===== config.mk =====
export PLATFORM = sky130hd
export DESIGN_NAME = ram_port_arbiter_flat
export DESIGN_NICKNAME = d
export VERILOG_FILES = /design/src/rtl/ram_arb_pkg.sv /design/src/rtl/ram_port_arbiter_if.sv /design/src/rtl/rr_arb2.sv /design/src/rtl/ram_port_arbiter.sv /design/src/flat_wrapper.sv
export SDC_FILE = /design/constraint.sdc
export NUM_CORES = 1
export LEC_CHECK = 0
export CAP_MARGIN = 5
export CORE_MARGIN = 3
export CORE_UTILIZATION = 30
export CTS_CLUSTER_SIZE = 24
export DETAILED_ROUTE_END_ITERATION = 8
export PLACE_DENSITY_LB_ADDON = 0.08
export SLEW_MARGIN = 30
export SYNTH_ARGS = -nofsm -noshare
export SYNTH_HDL_FRONTEND = slang
export SYNTH_SLANG_ARGS = --single-unit

===== constraint.sdc =====
create_clock -name clk -period 1.2 [get_ports clk]
set_clock_uncertainty 0.2 [all_clocks]
set_input_delay 0.18 -clock clk [delete_from_list [all_inputs] [get_ports clk]]
set_output_delay 0.18 -clock clk [all_outputs]
set_load 0.02 [all_outputs]

===== src/rtl/ram_arb_pkg.sv =====
// Shared constants and types for the two-port RAM arbiter slice.
package ram_arb_pkg;

    localparam int ADDR_W = 6;
    localparam int DATA_W = 8;

    typedef logic port_id_t;

    typedef struct packed {
        logic     valid;
        port_id_t port;
    } rd_tag_t;

    // Port id of a one-hot two-bit grant (bit 1 set means port 1).
    function automatic port_id_t grant_to_port(input logic [1:0] grant);
        return grant[1];
    endfunction

endpackage


===== src/rtl/ram_port_arbiter_if.sv =====
// Request/response bundle between the two RAM masters and the arbiter.
interface ram_port_arbiter_if;
    import ram_arb_pkg::*;

    logic              req0_valid;
    logic              req0_ready;
    logic              req0_we;
    logic [ADDR_W-1:0] req0_addr;
    logic [DATA_W-1:0] req0_wdata;
    logic              req1_valid;
    logic              req1_ready;
    logic              req1_we;
    logic [ADDR_W-1:0] req1_addr;
    logic [DATA_W-1:0] req1_wdata;
    logic              rsp0_valid;
    logic [DATA_W-1:0] rsp0_rdata;
    logic              rsp1_valid;
    logic [DATA_W-1:0] rsp1_rdata;

    modport master (
        output req0_valid, req0_we, req0_addr, req0_wdata,
        output req1_valid, req1_we, req1_addr, req1_wdata,
        input  req0_ready, req1_ready,
        input  rsp0_valid, rsp0_rdata, rsp1_valid, rsp1_rdata
    );

    modport slave (
        input  req0_valid, req0_we, req0_addr, req0_wdata,
        input  req1_valid, req1_we, req1_addr, req1_wdata,
        output req0_ready, req1_ready,
        output rsp0_valid, rsp0_rdata, rsp1_valid, rsp1_rdata
    );

endinterface


===== src/rtl/rr_arb2.sv =====
// Two-way arbiter: one-hot grant from the valids. ARB_ROUND_ROBIN_EN selects an
// alternating tie pointer; without it port 0 always wins a tie.
module rr_arb2
    import ram_arb_pkg::*;
(
    input  logic       clk,
    input  logic       reset,
    input  logic [1:0] valid,
    output logic [1:0] grant
);

    port_id_t tie_port_s;

`ifdef ARB_ROUND_ROBIN_EN
    port_id_t ptr_r;

    // Tie pointer: after an accept it points at the port that lost.
    always_ff @(posedge clk or posedge reset) begin
        if (reset) begin
            ptr_r <= 1'b0;
        end else if (grant != 2'b00) begin
            ptr_r <= grant[0];
        end else begin
            ptr_r <= ptr_r;
        end
    end

    assign tie_port_s = ptr_r;
`else
    logic unused_s;

    assign unused_s   = clk;
    assign tie_port_s = 1'b0;
`endif

    // Grant decode; nothing is granted while reset is held.
    always_comb begin
        grant = 2'b00;
        if (reset) begin
            grant = 2'b00;
        end else begin
            case (valid)
                2'b01:   grant = 2'b01;
                2'b10:   grant = 2'b10;
                2'b11:   grant = tie_port_s ? 2'b10 : 2'b01;
                default: grant = 2'b00;
            endcase
        end
    end

endmodule


===== src/rtl/ram_port_arbiter.sv =====
// Shares one 64x8 single-port RAM between two requesters; read data returns to the
// originating port two cycles after accept. Tie policy set by ARB_ROUND_ROBIN_EN.
module ram_port_arbiter
    import ram_arb_pkg::*;
(
    input  logic              clk,
    input  logic              reset,
    ram_port_arbiter_if.slave bus,
    output logic [DATA_W-1:0] ram_data_in,
    output logic [ADDR_W-1:0] ram_address,
    output logic              ram_write_enable,
    input  logic [DATA_W-1:0] ram_data_out
);

    logic [1:0]        grant_s;
    logic              accept_s;
    port_id_t          sel_port_s;
    logic              sel_we_s;
    logic [ADDR_W-1:0] sel_addr_s;
    logic [DATA_W-1:0] sel_wdata_s;
    logic [ADDR_W-1:0] addr_r;
    logic [DATA_W-1:0] wdata_r;
    logic              we_r;
    rd_tag_t           s1_r;
    rd_tag_t           s2_r;

    rr_arb2 u_arb (
        .clk   (clk),
        .reset (reset),
        .valid ({bus.req1_valid, bus.req0_valid}),
        .grant (grant_s)
    );

    assign accept_s       = (grant_s != 2'b00);
    assign sel_port_s     = grant_to_port(grant_s);
    assign bus.req0_ready = grant_s[0];
    assign bus.req1_ready = grant_s[1];

    // Request mux: pick the granted port's access.
    always_comb begin
        sel_we_s    = 1'b0;
        sel_addr_s  = {ADDR_W{1'b0}};
        sel_wdata_s = {DATA_W{1'b0}};
        if (sel_port_s) begin
            sel_we_s    = bus.req1_we;
            sel_addr_s  = bus.req1_addr;
            sel_wdata_s = bus.req1_wdata;
        end else begin
            sel_we_s    = bus.req0_we;
            sel_addr_s  = bus.req0_addr;
            sel_wdata_s = bus.req0_wdata;
        end
    end

    // RAM pin registers: address/data hold when idle, write enable pulses one cycle.
    always_ff @(posedge clk or posedge reset) begin
        if (reset) begin
            addr_r  <= {ADDR_W{1'b0}};
            wdata_r <= {DATA_W{1'b0}};
            we_r    <= 1'b0;
        end else if (accept_s) begin
            addr_r  <= sel_addr_s;
            wdata_r <= sel_wdata_s;
            we_r    <= sel_we_s;
        end else begin
            we_r    <= 1'b0;
        end
    end

    // Read tag pipeline; s2 lines up with the RAM's registered read data.
    always_ff @(posedge clk or posedge reset) begin
        if (reset) begin
            s1_r <= '{valid: 1'b0, port: 1'b0};
            s2_r <= '{valid: 1'b0, port: 1'b0};
        end else begin
            s1_r <= '{valid: accept_s && !sel_we_s, port: sel_port_s};
            s2_r <= s1_r;
        end
    end

    assign ram_address      = addr_r;
    assign ram_data_in      = wdata_r;
    assign ram_write_enable = we_r;

    assign bus.rsp0_valid = s2_r.valid && (s2_r.port == 1'b0);
    assign bus.rsp1_valid = s2_r.valid && (s2_r.port == 1'b1);
    assign bus.rsp0_rdata = bus.rsp0_valid ? ram_data_out : {DATA_W{1'b0}};
    assign bus.rsp1_rdata = bus.rsp1_valid ? ram_data_out : {DATA_W{1'b0}};

endmodule

===== src/flat_wrapper.sv =====
// flat-port wrapper written by rule: the top's interface ports become plain ports
module ram_port_arbiter_flat import ram_arb_pkg::*;
  (clk, reset, ram_data_in, ram_address, ram_write_enable, ram_data_out, bus_req0_valid, bus_req0_we, bus_req0_addr, bus_req0_wdata, bus_req1_valid, bus_req1_we, bus_req1_addr, bus_req1_wdata, bus_req0_ready, bus_req1_ready, bus_rsp0_valid, bus_rsp0_rdata, bus_rsp1_valid, bus_rsp1_rdata);
  ram_port_arbiter_if bus_i ();
  input  logic clk;
  input  logic reset;
  output logic [DATA_W-1:0] ram_data_in;
  output logic [ADDR_W-1:0] ram_address;
  output logic ram_write_enable;
  input  logic [DATA_W-1:0] ram_data_out;
  input wire logic [$bits(bus_i.req0_valid)-1:0] bus_req0_valid;
  input wire logic [$bits(bus_i.req0_we)-1:0] bus_req0_we;
  input wire logic [$bits(bus_i.req0_addr)-1:0] bus_req0_addr;
  input wire logic [$bits(bus_i.req0_wdata)-1:0] bus_req0_wdata;
  input wire logic [$bits(bus_i.req1_valid)-1:0] bus_req1_valid;
  input wire logic [$bits(bus_i.req1_we)-1:0] bus_req1_we;
  input wire logic [$bits(bus_i.req1_addr)-1:0] bus_req1_addr;
  input wire logic [$bits(bus_i.req1_wdata)-1:0] bus_req1_wdata;
  output wire logic [$bits(bus_i.req0_ready)-1:0] bus_req0_ready;
  output wire logic [$bits(bus_i.req1_ready)-1:0] bus_req1_ready;
  output wire logic [$bits(bus_i.rsp0_valid)-1:0] bus_rsp0_valid;
  output wire logic [$bits(bus_i.rsp0_rdata)-1:0] bus_rsp0_rdata;
  output wire logic [$bits(bus_i.rsp1_valid)-1:0] bus_rsp1_valid;
  output wire logic [$bits(bus_i.rsp1_rdata)-1:0] bus_rsp1_rdata;
  assign bus_i.req0_valid = bus_req0_valid;
  assign bus_i.req0_we = bus_req0_we;
  assign bus_i.req0_addr = bus_req0_addr;
  assign bus_i.req0_wdata = bus_req0_wdata;
  assign bus_i.req1_valid = bus_req1_valid;
  assign bus_i.req1_we = bus_req1_we;
  assign bus_i.req1_addr = bus_req1_addr;
  assign bus_i.req1_wdata = bus_req1_wdata;
  assign bus_req0_ready = bus_i.req0_ready;
  assign bus_req1_ready = bus_i.req1_ready;
  assign bus_rsp0_valid = bus_i.rsp0_valid;
  assign bus_rsp0_rdata = bus_i.rsp0_rdata;
  assign bus_rsp1_valid = bus_i.rsp1_valid;
  assign bus_rsp1_rdata = bus_i.rsp1_rdata;
  ram_port_arbiter u_core (.clk(clk), .reset(reset), .bus(bus_i), .ram_data_in(ram_data_in), .ram_address(ram_address), .ram_write_enable(ram_write_enable), .ram_data_out(ram_data_out));
endmodule

# Word level (Yosys, flattened, before mapping)
# Cells that the tools add are included.
[word_totals]
ff_bits = 19
output_inout_bits = 35
elab_cells = 25
[op_classes]
eq_ne = 3
n_mux = 8
bitwise_logic = 1
n_reduce_logical = 6
[op_table]
columns = ["op", "count"]
rows = [
  ["$mux W8", 3],
  ["$mux W6", 1],
  ["$eq A2 B2 Y1 const B", 2],
  ["$pmux W2 S2", 1],
  ["$logic_and A1 B1 Y1", 3],
  ["$eq A2 B1 Y1 const B", 1],
  ["$mux W1", 2],
  ["$mux W2", 1],
  ["$reduce_bool A2 Y1", 1],
  ["$reduce_or A2 Y1", 1],
  ["$logic_not A1 Y1", 1],
  ["$not A1 Y1", 1],
]

# Logic depth before layout (Yosys ltp)
[depth]
depth_word = 7
depth_mapped = 4
ltp_nobuf = 2

# Cells and area by module
# From an unflattened synthesis, not the netlist that was laid out.
[hier_totals]
cells_unflattened = 94
hier_area_um2 = 955.9
[modules_own_cells]
columns = ["mod", "n_inst", "cells_per_inst", "area_each_um2", "seq_area_each_um2"]
rows = [
  ["ram_port_arbiter", 1, 92, 937.1, 475.5],
  ["rr_arb2", 1, 2, 18.8, 0.0],
]

# Worst setup path after synthesis
# Ideal clock, no wire load.
[synth_timing]
path_type = "reg2out"
start = "register u_core.s2_r[1] (netlist bit)"
end = "output port bus_rsp0_rdata[0]"
arrival_ps = 1140
required_time_ps = 820
path_slack_ps = -320
path_stages_with_launch = 4
path_cell_list = "dfrtp_1 -> nor2b_1 -> clkbuf_1 -> and2_1"
[synth_via]
elab_chain_len = 2
[synth_lines]
columns = ["item", "line", "source"]
rows = [
  ["start: declaration", "ram_port_arbiter.sv:25", "rd_tag_t s2_r;"],
  ["start signal: assignment", "ram_port_arbiter.sv:74", "s2_r <= '{valid: 1'b0, port: 1'b0};"],
  ["start signal: assignment", "ram_port_arbiter.sv:77", "s2_r <= s1_r;"],
  ["$logic_and A1 B1 Y1", "ram_port_arbiter.sv:85", "assign bus.rsp0_valid = s2_r.valid && (s2_r.port == 1'b0);"],
  ["named net bus_rsp0_valid", "flat_wrapper.sv:21", "output wire logic [$bits(bus_i.rsp0_valid)-1:0] bus_rsp0_valid;"],
  ["$mux W8", "ram_port_arbiter.sv:87", "assign bus.rsp0_rdata = bus.rsp0_valid ? ram_data_out : {DATA_W{1'b0}};"],
  ["end: declaration", "flat_wrapper.sv:22", "output wire logic [$bits(bus_i.rsp0_rdata)-1:0] bus_rsp0_rdata;"],
]
# The timed path passes the listed nets, and every way through them passes these cells.

# Final worst setup path
[layout_timing]
start = "register u_core.s2_r[0] (netlist bit)"
end = "output port bus_rsp1_rdata[6]"
[layout_via]
elab_chain_len = 2
[layout_lines]
columns = ["item", "line", "source"]
rows = [
  ["$logic_and A1 B1 Y1", "ram_port_arbiter.sv:86", "assign bus.rsp1_valid = s2_r.valid && (s2_r.port == 1'b1);"],
  ["$mux W8", "ram_port_arbiter.sv:88", "assign bus.rsp1_rdata = bus.rsp1_valid ? ram_data_out : {DATA_W{1'b0}};"],
  ["end: declaration", "flat_wrapper.sv:24", "output wire logic [$bits(bus_i.rsp1_rdata)-1:0] bus_rsp1_rdata;"],
]
# No other way between the ends.

==> flow_metrics.tcl <==
set metrics [dict create \
    worstReg2RegStart "u_core.ram_data_in[2]" \
    pre_cts_ws_ps -740.0 \
    cts_buffers 3 \
    worstPathRequired_ps 820 \
    synthSimpleGateAreaFrac 0.2940 \
    synth_nets 126 \
    synth_top_family_by_area "simple AND/OR/NAND/NOR gates" \
    finalHoldViolCount 0 \
    reg2regPathDepth 3 \
    clk_latency_ps 290 \
    synth_seq_cells 19 \
    finalSetupViolCount 34 \
    ys_types 17 \
    cts_tree "done" \
    synth_cells 84 \
    holdCritStartpoint "bus_req1_wdata[7]" \
    rows 20 \
    startpoint_type "flip-flop" \
    rsz0062_at_grt "true" \
    die_area_sq_mm 0.004048 \
    cts_root_buf "clkbuf_4" \
    hold_depth 3 \
    grt_usage 0.1841 \
    syn_avg_cell_area_sq_um 11.86 \
    finalPower_mw 1.828 \
    maxCapViolCount 0 \
    finalSetupTns_ps -7074 \
    synthAdderAreaFrac 0 \
    muxShareOfSynthArea 0 \
    cts.sinks 19 \
    fin_crit_ps 1599 \
    max_freq_mhz 625.2 \
    gp_congestion 0.6941 \
    p_per_area_mw_per_mm2 871.9 \
    period_share 1.333 \
    vdd_ir_drop_max_uv 509.9 \
    violations "setup timing" \
    via_per_inst 4.808 \
    drc_errors 0 \
    antenna_found_initial 0 \
    die_x_um 63.62 \
    place_inst 215 \
    p_leak_nw 1.003 \
    drt_iter0_drc 31 \
    final_cell_mix "34 x buf_6, 30 x clkdlybuf4s50_1, 18 x dfrtp_1" \
    tightest_slew_ps 219.6 \
    netlist_area_sq_um 996.0 \
    grt_pass1_wl_mm 5.892 \
    grt_max_degree 18 \
    die_h_um 63.62 \
    nets 228 \
    cp_max_fo 9 \
    seq_area_sq_um 476.7 \
    instances_no_fill 229 \
    grt-ovfl-total 0 \
    multi_input_area_sq_um 556.8 \
    path_clk_slew_ps 100 \
    finalWirelength_mm 3.568 \
    yosys_warnings 0 \
    grt_pass1_vias 1193 \
    maxSlewViolCount 0 \
    end_kind "output pin" \
    port-buffer-count 76 \
    drt.antenna.violating_nets 0 \
    crit_type "flip-flop to output pin" \
    first_pass_iters 4 \
    synthXorXnorAreaFrac 0 \
    hpwl_mm 2.529 \
    layout_commonest_cell "buf_6" \
    diodes 0 \
    hold_path.class "primary input to flip-flop" \
    area_growth_pct 110.6 \
    cts_buffer_depth 2 \
    coreArea_sq_mm 0.003103 \
    drive_above_1_share 0.5189 \
    cp-startpoint "u_core.s2_r[0]" \
    relSlewSlack 0.8536 \
    ioPinCount 77 \
    avgRoutedWirePerCell_um 15.58 \
    initial_core_util 0.3210 \
    vias 1101 \
    yosysSeqAreaShare 0.4774 \
    cp.arrival_ps 1220 \
    setup_ws_ps -399.4 \
    cts_max_level 1 \
    fillers 279 \
    status "complete, but fails checks" \
    synth-compound-area-share 0.1784 \
]
## worst max-delay path: stages, from the launching register on
cell,delay [ps]
dfrtp_2,470
buf_6,150
and3_1,160
buf_2,150
## what timing repair did
item / 4_1_cts / 5_1_grt
hold buffers: 2 / 0
buffers inserted: 4 / 2
endpoints found under the hold margin: 20 / 0
gates resized for setup: 215 / 13
gates cloned: 2 / 1
pin swaps: 18 / 5
endpoints found under the setup margin: 50 / 42
## layer usage
| layer | up-vias | wire length [um] | GRT usage |
|---|---|---|---|
| met5 | - | 0 | 0 |
| met4 | 0 | 35 | 0.04043 |
| met3 | 5 | 200 | 0.04278 |
| met2 | 38 | 1823 | 0.3129 |
| met1 | 516 | 1508 | 0.2364 |
| li1 | 542 | - | - |
## path summary, 6_finish.rpt
path / end / slack [ps]
worst min-delay path: u_core.ram_data_in[7] / 50
worst max-delay path: bus_rsp1_rdata[6] / -400
min in group asynchronous: u_core.ram_data_in[2] / 460
worst min register to register: u_core.s2_r[1] / 160
max in group asynchronous: u_core.s2_r[0] / 190
worst max register to register: u_core.ram_data_in[2] / 30
## state kept, by name (all words and copies together) (netlist names)
register / cells
u_core.ram_write_enable: 1
u_core.ram_address: 6
u_core.ram_data_in: 8
u_core.s2_r: 2
u_core.s1_r: 2
## metrics by stage
step	util	hold slack (ps)	cell area [sq um]
final	0.6758	51.15	2097
after global routing	0.6758	56.19	2097
after CTS	0.6552	62.44	2033
after detailed placement	0.6266	141.8	1944
after global placement	0.6266	134.7	1944
after floorplan	-	75.21	1074
## cell type report
type / instances / area share
clock buffers: 4 / 0.01253
inverters: 2 / 0.003580
multi-input cells: 56 / 0.2655
flip-flops and latches: 19 / 0.2273
well taps: 44 / 0.02625
repair buffers: 104 / 0.4648
## cells in the mapped netlist, drive strengths merged
cell type	number	area share
or3b	1	0.0088
o21ba	1	0.010
buf	5	0.031
inv	2	0.0075
or4b	14	0.14
nand2b	2	0.013
nor2b	1	0.0063
dfrtp	19	0.48
and2	9	0.057
nand2	1	0.0038
clkbuf	3	0.011
nand3b	1	0.0075
nor3b	1	0.0075
o221a	14	0.16
and3	8	0.050
a21oi	2	0.010
## cell families (layout without fill, tap and decap cells)
| kind of cell | count (synthesis) | after routing |
|---|---|---|
| AO/OA/AOI/OAI | 17 | 17 |
| flip-flops | 19 | 19 |
| buffers and inverters | 10 | 110 |
| AND/OR/NAND/NOR | 38 | 39 |
## report_power, final
part           internal [mW]  leakage [nW]  switching (mW)  total, mW
clock network          0.129        0.0150           0.189      0.319
registers              0.710         0.219          0.0546      0.765
logic                  0.461         0.769           0.284      0.745
Note: power is estimated with default switching activity, not from simulation.
